<file path="src/rtl/audio_pkg.sv">
// Shared audio-path definitions: sample word width, buffer control states and
// default sizing constants also used by the op encoder.
package audio_pkg;

    localparam int unsigned SAMPLE_W      = 32;
    localparam int unsigned DEF_DEPTH     = 8;
    localparam int unsigned DEF_BURST     = 4;
    localparam int unsigned DEF_LOW_WATER = 4;

    typedef enum logic [1:0] {
        ST_IDLE  = 2'd0,
        ST_PRIME = 2'd1,
        ST_PLAY  = 2'd2
    } state_t;

endpackage

</file>
<file path="src/rtl/sync_fifo.sv">
// Single-clock FIFO with wrap-bit pointers; flush empties it in one cycle.
// Push when full and pop when empty are ignored.
module sync_fifo
    import audio_pkg::*;
#(
    parameter int unsigned DEPTH = DEF_DEPTH,
    parameter int unsigned W     = SAMPLE_W
) (
    input  logic                   clk,
    input  logic                   rst_n,
    input  logic                   push,
    input  logic                   pop,
    input  logic                   flush,
    input  logic [W-1:0]           din,
    output logic [W-1:0]           dout,
    output logic                   full,
    output logic                   empty,
    output logic [$clog2(DEPTH):0] level
);

    localparam int unsigned AW = $clog2(DEPTH);

    logic [W-1:0] mem [DEPTH];
    logic [AW:0]  wr_ptr;
    logic [AW:0]  rd_ptr;
    logic         do_push;
    logic         do_pop;

    always_comb begin
        level   = wr_ptr - rd_ptr;
        full    = (level == (AW+1)'(DEPTH));
        empty   = (level == '0);
        do_push = push && !full && !flush;
        do_pop  = pop && !empty && !flush;
        dout    = mem[rd_ptr[AW-1:0]];
    end

    always_ff @(posedge clk or negedge rst_n) begin
        if (!rst_n) begin
            wr_ptr <= '0;
            rd_ptr <= '0;
        end else if (flush) begin
            wr_ptr <= '0;
            rd_ptr <= '0;
        end else begin
            if (do_push) wr_ptr <= wr_ptr + 1'b1;
            if (do_pop)  rd_ptr <= rd_ptr + 1'b1;
        end
    end

    always_ff @(posedge clk) begin
        if (do_push) mem[wr_ptr[AW-1:0]] <= din;
    end

endmodule

</file>
<file path="src/rtl/audio_sample_buffer.sv">
// Elastic stereo sample buffer between the op decoder and the I2S sender:
// primes before playback, mutes on underrun and paces host sample requests.
module audio_sample_buffer
    import audio_pkg::*;
#(
    parameter int unsigned DEPTH       = DEF_DEPTH,
    parameter int unsigned START_LEVEL = 4,
    parameter int unsigned LOW_WATER   = DEF_LOW_WATER,
    parameter int unsigned BURST       = DEF_BURST,
    parameter int unsigned REQ_GAP     = 64
) (
    input  logic                   mon_clk,
    input  logic                   rst_n,
    input  logic                   audio_start,
    input  logic                   audio_stop,
    input  logic                   wr_valid,
    input  logic [SAMPLE_W-1:0]    wr_data,
    input  logic                   rd_strobe,
    output logic [SAMPLE_W-1:0]    rd_data,
    output logic                   rd_data_valid,
    output logic                   audio_req,
    output logic [$clog2(DEPTH):0] level,
    output logic [7:0]             underrun_cnt,
    output logic                   overflow
);

    localparam int unsigned LW = $clog2(DEPTH) + 1;
    localparam int unsigned GW = $clog2(REQ_GAP + 1);
    localparam logic [LW:0]   LOW_THR   = (LW+1)'(LOW_WATER);
    localparam logic [LW-1:0] START_THR = LW'(START_LEVEL);
    localparam logic [LW-1:0] PEND_MAX  = LW'(DEPTH);
    localparam logic [LW-1:0] PEND_ADD  = LW'(BURST);
    localparam logic [LW-1:0] PEND_SAT  = LW'(DEPTH - BURST);
    localparam logic [GW-1:0] GAP_INIT  = GW'(REQ_GAP);

    state_t                state;
    state_t                state_nx;
    logic                  ctrl;
    logic                  active;
    logic                  push;
    logic                  pop;
    logic                  full;
    logic                  empty;
    logic                  req_fire;
    logic                  underrun;
    logic [SAMPLE_W-1:0]   fifo_dout;
    logic [LW-1:0]         pending;
    logic [LW-1:0]         pend_dec;
    logic [LW-1:0]         pending_nx;
    logic [GW-1:0]         gap;

    sync_fifo #(
        .DEPTH (DEPTH),
        .W     (SAMPLE_W)
    ) u_fifo (
        .clk   (mon_clk),
        .rst_n (rst_n),
        .push  (push),
        .pop   (pop),
        .flush (ctrl),
        .din   (wr_data),
        .dout  (fifo_dout),
        .full  (full),
        .empty (empty),
        .level (level)
    );

    always_comb begin
        state_nx   = state;
        ctrl       = audio_start || audio_stop;
        active     = (state != ST_IDLE);
        push       = !ctrl && active && wr_valid && !full;
        pop        = !ctrl && rd_strobe && (state == ST_PLAY) && !empty;
        underrun   = !ctrl && rd_strobe && (state == ST_PLAY) && empty;
        req_fire   = !ctrl && active && (gap == '0) &&
                     (({1'b0, level} + {1'b0, pending}) <= LOW_THR);
        // dropped writes still consume an outstanding request slot
        pend_dec   = (wr_valid && pending != '0) ? pending - 1'b1 : pending;
        pending_nx = pend_dec;
        if (req_fire)
            pending_nx = (pend_dec > PEND_SAT) ? PEND_MAX : pend_dec + PEND_ADD;

        if (audio_stop) begin
            state_nx = ST_IDLE;
        end else if (audio_start) begin
            state_nx = ST_PRIME;
        end else begin
            unique case (state)
                ST_IDLE:  state_nx = ST_IDLE;
                ST_PRIME: if (level >= START_THR) state_nx = ST_PLAY;
                ST_PLAY:  if (underrun) state_nx = ST_PRIME;
                default:  state_nx = ST_IDLE;
            endcase
        end
    end

    always_ff @(posedge mon_clk or negedge rst_n) begin
        if (!rst_n) begin
            state         <= ST_IDLE;
            rd_data       <= '0;
            rd_data_valid <= 1'b0;
            audio_req     <= 1'b0;
            pending       <= '0;
            gap           <= '0;
            underrun_cnt  <= '0;
            overflow      <= 1'b0;
        end else begin
            state <= state_nx;

            if (audio_start && !audio_stop) gap <= '0;
            else if (req_fire)              gap <= GAP_INIT;
            else if (gap != '0)             gap <= gap - 1'b1;

            if (ctrl) begin
                audio_req     <= 1'b0;
                pending       <= '0;
                rd_data       <= '0;
                rd_data_valid <= 1'b0;
                if (!audio_stop) begin
                    overflow     <= 1'b0;
                    underrun_cnt <= '0;
                end
            end else begin
                audio_req <= req_fire;
                pending   <= pending_nx;
                if (active && wr_valid && full) overflow <= 1'b1;
                if (rd_strobe) begin
                    rd_data       <= pop ? fifo_dout : '0;
                    rd_data_valid <= pop;
                end
                if (underrun && underrun_cnt != 8'hFF)
                    underrun_cnt <= underrun_cnt + 8'd1;
            end
        end
    end

endmodule

</file>
<file path="config.mk">
export PLATFORM = sky130hd
export DESIGN_NAME = audio_sample_buffer
export DESIGN_NICKNAME = d
export VERILOG_FILES = /design/src/rtl/audio_pkg.sv /design/src/rtl/sync_fifo.sv /design/src/rtl/audio_sample_buffer.sv
export SDC_FILE = /design/constraint.sdc
export NUM_CORES = 1
export LEC_CHECK = 0
export BUFFER_PORTS_ARGS = -buffer_cell sky130_fd_sc_hd__buf_2
export CORE_AREA = 2 2 194 196
export CTS_CLUSTER_SIZE = 10
export DETAILED_ROUTE_END_ITERATION = 10
export DIE_AREA = 0 0 196 198
export PLACE_DENSITY = 0.62
export RECOVER_POWER = 100
export SYNTH_ARGS = -nofsm -noshare
export SYNTH_HDL_FRONTEND = slang
export SYNTH_SLANG_ARGS = --single-unit
</file>
<file path="constraint.sdc">
create_clock -name mon_clk -period 11.7 [get_ports mon_clk]
set_input_delay 0.585 -clock mon_clk [delete_from_list [all_inputs] [get_ports mon_clk]]
set_output_delay 0.585 -clock mon_clk [all_outputs]
set_load 0.02 [all_outputs]
</file>
; Word level (Yosys, flattened, before mapping)
; Memory sizes are Yosys's and may differ from the RTL's.
; Index checks and enable logic that the tools add are counted.
[word_totals]
mem_count = 1
ram_bits = 256
output_inout_bits = 47
ff_bits = 64
[mem_list]
columns = name, words, width, read_ports, rd_ports_with_merged_regs, wr, line_no
row1 = u_fifo.mem, 8, 32, 1, 0, 1, sync_fifo.sv:23  ; logic [W-1:0] mem [DEPTH];
[classes]
n_addsub = 8
reduce_logical = 37
mux = 30
n_lt_le_gt_ge = 3
eq_ne = 7
[ops]
columns = op, count
row1 = $mux 32, 3
row2 = $mux 4, 8
row3 = $mux 8, 3
row4 = $mux 7, 3
row5 = $logic_and 1x1->1, 18
row6 = $reduce_bool 2->1, 6
row7 = $add 4x1->4 const B, 2
row8 = $add 8x1->8 const B, 1
row9 = $mux 1, 8
row10 = $mux 2, 4
row11 = $ne 4x4->1 const B, 2
row12 = $ne 8x8->1 const B, 1
row13 = $logic_not 7->1, 1
row14 = $reduce_bool 7->1, 1
row15 = $sub 7x1->7 const B, 1
row16 = $reduce_and 2->1, 3
row17 = $add 4x4->5, 1
row18 = $le 5x3->1 const B, 1
row19 = $add 4x3->4 const B, 1
row20 = $eq 4x4->1 const B, 1
row21 = $ge 4x3->1 const B, 1
row22 = $gt 4x3->1 const B, 1
row23 = $logic_not 1->1, 4
row24 = $logic_not 4->1, 1
row25 = 9 further kinds, 9

; Logic depth before layout (Yosys ltp)
; Gate-level depths: netlist of run 1.
[logic_depth]
word_depth = 9
depth_mapped = 13

; Modules after synthesis
; Synthesis of run 1 repeated with hierarchy kept, for this count alone.
[hier_totals]
cells_unflattened = 731
hier_area_um2 = 12808.5
[modules_own_cells]
columns = module, area_each_um2, cells_per_inst, instances, seq_area_each_um2
row1 = sync_fifo, 10297.4, 515, 1, 7887.6
row2 = audio_sample_buffer, 2511.2, 216, 1, 1401.3

; Worst setup path before layout of run 1
; OpenSTA, ideal clock, no wires.
[synth_timing]
kind = register -> register
start = register u_fifo.rd_ptr[1]
end = memory u_fifo.mem[2][0] (netlist bit) (enable)
arrival_time_ns = 6.035
period_less_slack_ns = 6.548
t_required_ns = 11.187
setup_ns = 0.513
slack_ns = 5.152
path_stages_with_launch = 10
path_cell_list = dfrtp_1 > buf_1 > clkbuf_1 > inv_1 > fa_1 > xor2_1 > nor3_1 > a31o_2 > buf_2 > nor4b_1
[synth_via]
elab_chain_len = 8
[synth_lines]
columns = element, line_no
row1 = "start, declared", sync_fifo.sv:25  ; logic [AW:0] rd_ptr;
row2 = "start signal, assigned", sync_fifo.sv:47  ; if (do_pop) rd_ptr <= rd_ptr + 1'b1;
row3 = $sub 4x4->4 (*), sync_fifo.sv:30  ; level = wr_ptr - rd_ptr;
row4 = via level[2], audio_sample_buffer.sv:22  ; output logic [$clog2(DEPTH):0] level,
row5 = $eq 4x4->1 (*), sync_fifo.sv:31  ; full = (level == (AW+1)'(DEPTH));
row6 = $logic_not 1->1 (*), "sync_fifo.sv:33, audio_sample_buffer.sv:72"
row7 = $logic_and 1x1->1, audio_sample_buffer.sv:72  ; push = !ctrl && active && wr_valid && !full;
row8 = $logic_and 1x1->1 (*) (2 in series), sync_fifo.sv:33  ; do_push = push && !full && !flush;
row9 = $mux 1 (*), sync_fifo.sv:52  ; if (do_push) mem[wr_ptr[AW-1:0]] <= din;
row10 = $mux 1 (not written as such) (*), sync_fifo.sv:52
row11 = "end, declared", sync_fifo.sv:23
; The timed path passes the listed nets; every way through them passes the cells marked *.

; Final worst setup path of run 1
[layout_timing]
start = register u_fifo.rd_ptr[0]
end = memory u_fifo.mem[4][5] (netlist bit) (enable)
[layout_via]
elab_chain_len = 8
[layout_lines]
columns = element, line_no
row1 = $sub 4x4->4 (*), sync_fifo.sv:30
row2 = $eq 4x4->1 (*), sync_fifo.sv:31
row3 = $logic_not 1->1 (*), "sync_fifo.sv:33, audio_sample_buffer.sv:72"
row4 = $logic_and 1x1->1, audio_sample_buffer.sv:72
row5 = $logic_and 1x1->1 (*) (2 in series), sync_fifo.sv:33
row6 = $mux 1 (*), sync_fifo.sv:52
row7 = $mux 1 (not written as such) (*), sync_fifo.sv:52
; Mark *: on every way between the ends. The rest lies on a longest branch, timed or not.

==> run metrics, run 1 <==
setup TNS=0 ps; Final HPWL DP=between 10 and 15 mm; Total Die Area=between 30000 and 40000 sq um; top cell type's share of synthesized area=60.29%; max-slew violation count=between 300 and 400; reg2reg start=u_fifo.rd_ptr[0]; Reg2Reg Setup Slack=around 6300 ps; fin nets=864; cell area after synthesis=roughly 13000 sq um; Netlist cell types=59; WL/cell=19.96 microns; Post-synth top flop=edfxtp_1; Gate Count Post-Synth=around 710; Rows=71; worst hold start=audio_start; Reg area=between 9000 and 10000 sq um; Slew @ Worst Pin=slightly above 4000 ps; PnR worst setup slack=6350 ps; area taken by multi-input logic gates=around 3300 sq um; Die Ht=a little under 200 microns; Power Density=around 160 nW/um^2; Design Power=between 2 and 2.5 mW; Pre-antenna DRT Iters=4; max frequency=around 0.19 GHz; DRT antenna net count=0; Post-Route WL=around 26 mm; post-synth net total=around 760; diode count=0; critical path arrival=~5500 ps; Post-synth EDFFs=around 260; initial antenna violation count=2; most common cell after layout, fill and taps aside=edfxtp_1; register area share after synthesis=between 70% and 80%; average instance area after synthesis=about 18 sq um; root buffer cell=clkbuf_16; CTS H-tree lvls=2; top cells by area, synth=edfxtp_1 (60%), dfrtp_1 (13%), mux4_2 (11%), mux2i_1 (2.6%), nand2_1 (1.7%); clock skew=between 10 and 15 ps; post-route cell area=between 10000 and 15000 sq um; worst setup path class=reg2reg; max_cap viols=10; remaining global-route overflow=0; Post-CTS Resized=0; worst vdd ir=around 0.00011 V; Core ar.=about 37000 sq um; pre-CTS WS=8063 ps; first-pass GRT wire length=40.98 mm; slew margin rel.=-175.3%; area growth from synthesis to layout=15.23%; Synthesis Warnings=0; fraction of layout cells with a size suffix above 1=between 10 and 15%; port buffer count=84; failing checks=capacitance limit, slew limit; GPL Wtd Cong=a little under 0.8; Post-synth ARST share=20.00%; status=complete, but fails checks; Hold Path Class=in2reg; Crit. End Element=register; endpoints failing hold=0; clk slew on worst S/H paths=50 ps; vias in the first global route=6836; Longest Clk Path Bufs=3; minimum clock period=about 5400 ps; most frequent cells in the layout=edfxtp_1 (256), clkbuf_1 (116), mux4_2 (64); Initial Utilization=approximately 35%; initial drt markers=about 400; cell taking the most area after synthesis=edfxtp_1; die extent in x=between 150 and 200 microns; pin count of the biggest net entering global routing=68; Placed Area=roughly 14000 sq um; final setup vio count=0; Static Leak=about 5.1 nW; Critical Path RT=around 12000 ps; clock sink count=320; CTS tree=yes; vias per cell=roughly 5; gr usage total=between 10% and 20%; CTS Buf Count=38; fillers=between 3000 and 4000; via count=between 6000 and 7000; crit share post-route=45.73%; clock latency on the worst-skew pair=~520 ps; Critical Path Start Type=register; Top Ports=85; post-CTS setup buffers=0; maximum fanout along the worst path=26; # hold bufs at CTS=0; drc violations=0; Crit. Startpoint=u_fifo.rd_ptr[0]; RSZ-0062 raised after global routing=false; synthesis-stage register bit count=320
[synth_stat cells (all sizes together) (2+ instances only)]
cell / instances
xor2: 3
or4: 2
edfxtp: 256
ha: 12
nor3b: 2
mux4: 64
or3: 7
buf: 12
a2111oi: 5
clkbuf: 18
nand2: 58
a21o: 2
a21oi: 10
dfrtp: 64
nor3: 5
mux2i: 33
o31ai: 3
fa: 2
inv: 14
o211ai: 6
nor2: 18
nand3b: 3
o21ai: 46
and3b: 2
nand3: 14
or2: 3
nor4: 5
a31o: 2
a31oi: 2
xnor2: 8
nand2b: 8
[routing by layer]
metal | GRT usage, % | wire length [microns] | vias up
met1 | 19.34 | 12060 | 3372
met4 | 3.367 | 385 | 4
met3 | 2.623 | 1244 | 41
li1 | - | - | 3009
met5 | 0 | 27 | -
met2 | 22.59 | 12520 | 148
[metrics by stage]
| step | utilization, % | hold WS (ps) | instances |
|---|---|---|---|
| after floorplan | - | 289.4 | 705 |
| after global placement | 37.33 | 459.1 | 1246 |
| after detailed placement | 37.33 | 465.8 | 1246 |
| after CTS | 40.33 | 262.3 | 1315 |
| after global routing | 39.76 | 373.3 | 1315 |
| final | 39.76 | 361.7 | 1315 |
[logic make-up after synthesis]
group           after synthesis  share of synthesized area [%]
simple gates                134                          5.269
fa+ha+maj                    14                          1.491
mux                          98                          13.98
compound gates               84                          4.229
flops                       320                          72.85
xor+xnor                     11                         0.7556
buf+inv                      44                          1.423
[area by class of cell]
type	instances	area share [%]
sequential	320	63.23
multi-input combinational	341	22.24
clock buffer	65	7.230
tap	474	4.036
timing repair buffer	97	2.589
inverter	14	0.3577
clock inverter	4	0.3151
[final timing paths]
| path | endpoint | cells after the start |
|---|---|---|
| max in group asynchronous | u_fifo.rd_ptr[1] | 1 |
| worst min-delay path | underrun_cnt[4] | 2 |
| worst min register to register | rd_data[17] | 2 |
| min in group asynchronous | underrun_cnt[6] | 1 |
| worst max-delay path | u_fifo.mem[4][5] | 9 |
| worst max register to register | u_fifo.mem[4][5] | 9 |
[flip-flops by register name, summed over array words and instances (netlist names), 2 cells and up]
signal,cells
gap,7
u_fifo.mem,256
state,2
pending,4
u_fifo.wr_ptr,4
underrun_cnt,8
rd_data,32
u_fifo.rd_ptr,4
[critical path, cell delays in order (launching register included)]
cell      delay, ps
dfrtp_1        1170
ha_1            330
inv_1            60
fa_1            380
xor2_1          300
nor3_1          110
a31oi_1         270
nand2_1         150
nor3_1          800
clkbuf_1       1340
[power breakdown]
part / leakage, nW / switching (mW) / internal [mW]
combinational: 1.34 / 0.0544 / 0.0330
clock: 0.531 / 0.435 / 0.619
sequential: 3.18 / 0.0105 / 1.24
Power figures use the tool's default switching activity.
==> run 2: changes to the inputs <==
==> constraint.sdc (replaced) <==
create_clock -name mon_clk -period 4.98 [get_ports mon_clk]
set_input_delay 0.249 -clock mon_clk [delete_from_list [all_inputs] [get_ports mon_clk]]
set_output_delay 0.249 -clock mon_clk [all_outputs]
set_load 0.02 [all_outputs]
==> run 2 against run 1 <==
The run still ends with capacitance limit, slew limit left. Via count rose by 3.1%. Global-route usage barely moved. Sequential share of layout area fell by 1.2 points. Clock-buffer cell count fell by 2. Register-to-register slack got worse by 5400 ps. Final cell count rose by 1.7%. Total power rose by 140%. Clock power rose by 130%. Sequential power rose by 130%. Cell area rose by 2.0%.
==> run metrics, run 2 (same netlist as run 1, synthesis figures left out) <==
failing checks=capacitance limit, slew limit; Worst R2R Path Depth=8 (-1); most common cell after layout, fill and taps aside=edfxtp_1; Pre-antenna DRT Iters=5 (+1); final setup vio count=0 (unchanged); gr usage total=13.85% (-0.021 points); first-pass GRT wire length=41.09 mm (+0.27%); Die Ht=198 microns (unchanged); status=complete, but fails checks; clk slew on worst S/H paths=60 ps (about the same); clock skew=17.90 ps (+4.132 ps); Rows=71 (unchanged); minimum clock period=4059 ps (-1291 ps); Core ar.=36960 sq um (unchanged); pre-CTS WS=1315 ps (-6748 ps); clock latency on the worst-skew pair=530 ps (about the same); vias in the first global route=7013 (+2.6%); drc violations=0 (unchanged); Initial Utilization=34.50% (unchanged); Slew @ Worst Pin=1537 ps (-2592 ps); pin count of the biggest net entering global routing=68 (unchanged); PnR worst setup slack=921.0 ps (-5429 ps); root buffer cell=clkbuf_16; DRT antenna net count=0 (unchanged); reg2reg start=u_fifo.rd_ptr[0]; max-slew violation count=21 (-94%); port buffer count=84 (unchanged); Post-CTS Resized=0 (unchanged); capturing point of the worst reg2reg path=u_fifo.mem[0][8]; most frequent cells in the layout=edfxtp_1 (256), clkbuf_1 (106), mux4_2 (64); Hold Path Class=in2reg; Longest Clk Path Bufs=3 (unchanged); Placed Area=13840 sq um (+0.31%); initial antenna violation count=2 (unchanged); critical path arrival=4180 ps (-1270 ps); maximum fanout along the worst path=21 (-19%); remaining global-route overflow=0 (unchanged); worst hold start=audio_start; post-route cell area=14980 sq um (+2.0%); clock sink count=320 (unchanged); initial drt markers=410 (+4.9%); Critical Path Start Type=register; max_cap viols=1 (-9); Largest register FFs=256 (unchanged); die extent in x=196 microns (unchanged); Post-Route WL=26.27 mm (about the same); fraction of layout cells with a size suffix above 1=15.89% (+1.0 points); Worst Hold End=underrun_cnt[4]; fin nets=887 (+2.7%); Static Leak=5.178 nW (+2.5%); Critical Path RT=5100 ps (-6700 ps); Final HPWL DP=15.23 mm (+1.8%); max frequency=0.2464 GHz (+32%); Crit. End Element=register; worst path cell trace=ha_1 > inv_1 > fa_1 > xor2_1 > nor3_1 > a31o_1 > nor4_1 > clkbuf_1; CP peak stage delay=1160 ps (-180 ps); Worst Hold Depth=2 (unchanged); GPL Wtd Cong=0.7740 (-2.4%); CTS H-tree lvls=2 (unchanged); via count=6778 (+3.1%); CTS Buf Count=38 (unchanged); worst setup path class=reg2reg; CP max stage cell=clkbuf_1; endpoints failing hold=0 (unchanged); RSZ-0062 raised after global routing=false; CTS tree=yes; Power Density=376.1 nW/um^2 (+130%); Worst Hold Slack=23.88 ps (-337.9 ps); Reg2Reg Setup Slack=920 ps (-5430 ps); vias per cell=5.066 (+1.3%); area growth from synthesis to layout=17.48%; crit share post-route=81.51% (+36 points); Top Ports=85 (unchanged); WL/cell=19.63 microns (-1.6%); worst vdd ir=0.0003170 V (+200%); Total Die Area=38810 sq um (unchanged); slew margin rel.=-2.494% (+170 points)
-- run 2: cell types whose count changed in the layout (fill, tap and decap cells not counted), moves of 2 or more --
| cell | delta |
|---|---|
| dlygate4sd3_1 | +23 |
| diode_2 | +2 |
| dfrtp_4 | +2 |
| clkbuf_2 | +5 |
| buf_4 | +3 |
| clkbuf_1 | -10 |
-- run 2: worst max-delay path: cells and delay by family (launching register included) --
family | cells | cell delay [ps]
buffers and inverters | 2 | 1220
xor gates and xnor gates | 1 | 320
adders and majority gates | 2 | 630
DFF | 1 | 700
and+or+nand+nor | 2 | 420
AOI/OAI and AO/OA | 1 | 350
-- run 2: how the worst max path moves through the flow --
stage | start | to | slack (ps)
6_report | u_fifo.rd_ptr[0] | u_fifo.mem[0][8] | 920
5_1_grt | u_fifo.rd_ptr[0] | u_fifo.mem[0][30] | 590
4_1_cts | u_fifo.wr_ptr[0] | u_fifo.rd_ptr[3] | 1320
3_5_place_dp | u_fifo.wr_ptr[0] | u_fifo.rd_ptr[3] | 1310
3_3_place_gp | u_fifo.wr_ptr[0] | u_fifo.rd_ptr[3] | 1400
2_1_floorplan | u_fifo.rd_ptr[1] | u_fifo.mem[0][0] | -1230
-- run 2: layout make-up --
class	count	area [sq um]
Fill cell	3336	21980
Sequential cell	320	9296
Multi-Input combinational cell	341	3293
Clock buffer	63	1045
Timing Repair Buffer	120	644.4
Tap cell	474	593.1
Inverter	14	52.55
Clock inverter	4	50.05
Antenna cell	2	5.005
-- run 2: what timing repair did --
| action | in CTS | in global routing |
|---|---|---|
| buffers inserted | 0 | 0 |
| hold endpoints to repair | 211 | 0 |
| endpoints found under the setup margin | 0 | 0 |
| hold buffers | 23 | 0 |
-- run 2: through the flow --
| step | std cells | util (%) | power [mW] | TNS (ps) |
|---|---|---|---|---|
| after global placement | 1246 | 37.44 | 3.209 | 0 |
| after floorplan | 705 | - | 3.131 | -89350 |
| final | 1338 | 40.53 | 5.633 | 0 |
| after global routing | 1338 | 40.53 | 5.846 | 0 |
| after detailed placement | 1246 | 37.44 | 3.220 | 0 |
| after CTS | 1336 | 41.03 | 5.705 | 0 |
-- run 2: where the power goes --
part           total, mW  switching [mW]  internal, mW
registers           2.95          0.0252          2.92
logic              0.221           0.131        0.0897
clock network       2.46            1.03          1.44
-- run 2: per-layer routing --
metal  up-vias  track usage (%)  part of all wire (%)
met2       154            22.22                    47
met3        31            2.776                   5.0
met4         0            3.339                   1.4
li1       3068                -                     -
met1      3525            19.51                    47
met5         -                0                     0
==> run 3: changes to the inputs <==
==> constraint.sdc (replaced) <==
create_clock -name mon_clk -period 3.8 [get_ports mon_clk]
set_input_delay 0.19 -clock mon_clk [delete_from_list [all_inputs] [get_ports mon_clk]]
set_output_delay 0.19 -clock mon_clk [all_outputs]
set_load 0.02 [all_outputs]
==> run 3 against run 2 <==
Non-clock buffer count rose by 19. Cell area is 1.3% higher. The flow still finishes with violations (capacitance limit, slew limit). Maximum frequency is 13% higher. Clock skew is 7.5 ps lower.
==> run metrics, run 3 (same netlist as run 1, synthesis figures left out) <==
via count=6748 (-0.44%); most frequent cells in the layout=edfxtp_1 (256), clkbuf_1 (103), mux4_2 (64); initial drt markers=370 (-9.8%); post-CTS setup buffers=0 (unchanged); CTS tree=yes; CTS H-tree lvls=2 (unchanged); Hold Path Class=in2reg; WL/cell=19.30 microns (-1.7%); status=complete, but fails checks; Initial Utilization=34.50% (unchanged); pre-CTS WS=508.8 ps (-805.9 ps); fraction of layout cells with a size suffix above 1=16.65% (+0.75 points); CP max stage cell=dfrtp_1; Longest Clk Path Bufs=3 (unchanged); vias per cell=4.973 (-1.8%); Critical Path Start Type=register; worst setup path class=reg2reg; worst vdd ir=0.0002627 V (-17%); Final HPWL DP=15.02 mm (-1.4%); clock skew=10.45 ps (-7.450 ps); Rows=71 (unchanged); Core ar.=36960 sq um (unchanged); crit share post-route=94.23% (+13 points); critical path arrival=3970 ps (-210 ps); maximum fanout along the worst path=10 (-52%); area growth from synthesis to layout=18.98%; Total Die Area=38810 sq um (unchanged); RSZ-0062 raised after global routing=false; Pre-antenna DRT Iters=5 (unchanged); most common cell after layout, fill and taps aside=edfxtp_1; max_cap viols=1 (unchanged); pin count of the biggest net entering global routing=68 (unchanged); final setup vio count=0 (unchanged); worst path cell trace=inv_2 > ha_1 > inv_1 > fa_1 > or3_1 > a2111oi_1 > xnor2_1 > o21ai_1 > dlygate4sd3_1; Layout Utilization=41.05% (+0.52 points); CTS Buf Count=38 (unchanged); GPL Wtd Cong=0.8100 (+4.7%); slew margin rel.=-16.55% (-14 points); fin nets=906 (+2.1%); Largest register FFs=256 (unchanged); root buffer cell=clkbuf_16; Crit. End Element=register; gr usage total=13.79% (-0.061 points); failing checks=capacitance limit, slew limit; max frequency=0.2793 GHz (+13%); drc violations=0 (unchanged); die extent in x=196 microns (unchanged); endpoints failing hold=0 (unchanged); Slew @ Worst Pin=1748 ps (+210.8 ps); minimum clock period=3581 ps (-478.1 ps); Critical Path RT=4190 ps (-910 ps); Static Leak=5.279 nW (+1.9%); Top Ports=85 (unchanged); remaining global-route overflow=0 (unchanged); CP peak stage delay=600 ps (-560 ps); Die Ht=198 microns (unchanged); clock sink count=320 (unchanged); Post-Route WL=26.19 mm (-0.30%); first-pass GRT wire length=41.24 mm (+0.37%); Power Density=487.6 nW/um^2 (+30%); port buffer count=84 (unchanged); # hold bufs at CTS=37 (+61%); Post-CTS Resized=0 (unchanged); vias in the first global route=7091 (+1.1%); clk slew on worst S/H paths=60 ps (about the same); max-slew violation count=65 (+210%); PnR worst setup slack=219.1 ps (-701.9 ps); DRT antenna net count=0 (unchanged); diode count=0 (-2); clock latency on the worst-skew pair=520 ps (about the same); initial antenna violation count=1 (-1); setup TNS=0 ps (unchanged)
[run 3: cell count changes in the layout (fill, tap and decap cells not counted), sizes merged]
| cell | before | now |
|---|---|---|
| dlygate4sd3 | 23 | 37 |
| clkbuf | 149 | 152 |
| diode | 2 | 0 |
| buf | 11 | 15 |
[run 3: final cells by class]
| class | count | area, sq um |
|---|---|---|
| clock buffers | 65 | 1062 |
| repair buffers | 139 | 814.5 |
| inverters | 14 | 52.55 |
| well taps | 474 | 593.1 |
| flip-flops and latches | 320 | 9294 |
| clock inverters | 4 | 45.04 |
| fillers | 3353 | 21780 |
| multi-input cells | 341 | 3309 |
[run 3: layer usage]
metal / wire length (microns) / vias to the layer above / GRT usage (%)
met1: 11990 / 3476 / 19.09
met3: 1246 / 29 / 2.436
li1: - / 3092 / -
met4: 378 / 2 / 3.788
met5: 13 / - / 0
met2: 12560 / 149 / 22.54
[run 3: critical path, delay by kind of cell (launching register included)]
kind | cells | cell delay (ps)
XOR/XNOR | 1 | 180
AND/OR/NAND/NOR | 1 | 560
AO/OA/AOI/OAI | 2 | 640
adder cells (fa/ha/maj) | 2 | 730
buffers and inverters | 3 | 740
flip-flops | 1 | 600
[run 3: final timing paths]
| kind | from | endpoint | slack (ps) | depth (start not counted) |
|---|---|---|---|---|
| hold / removal | rd_strobe | state[1] | 70 | 3 |
| setup / recovery | u_fifo.wr_ptr[0] | underrun_cnt[3] | 220 | 9 |
| setup reg to reg | u_fifo.wr_ptr[0] | underrun_cnt[3] | 220 | 9 |
| min in group asynchronous | rst_n | underrun_cnt[4] | 690 | 2 |
| max in group asynchronous | rst_n | u_fifo.rd_ptr[0] | 1880 | 2 |
| hold reg to reg | rd_data[22] | rd_data[22] | 480 | 2 |
[run 3: through the flow]
stage	hold WS [ps]	cells	power [mW]	cell area, sq um
after detailed placement	392.2	1251	4.215	13950
after CTS	46.33	1357	7.517	15430
after floorplan	-105.6	705	4.105	12870
after global routing	83.13	1357	7.681	15170
after global placement	387.1	1251	4.207	13950
final	66.35	1357	7.398	15170
[run 3: power breakdown]
part | switching, mW | internal (mW) | total, mW
logic | 0.173 | 0.127 | 0.300
registers | 0.0335 | 3.83 | 3.87
clock network | 1.33 | 1.90 | 3.23
total | 1.53 | 5.86 | 7.40
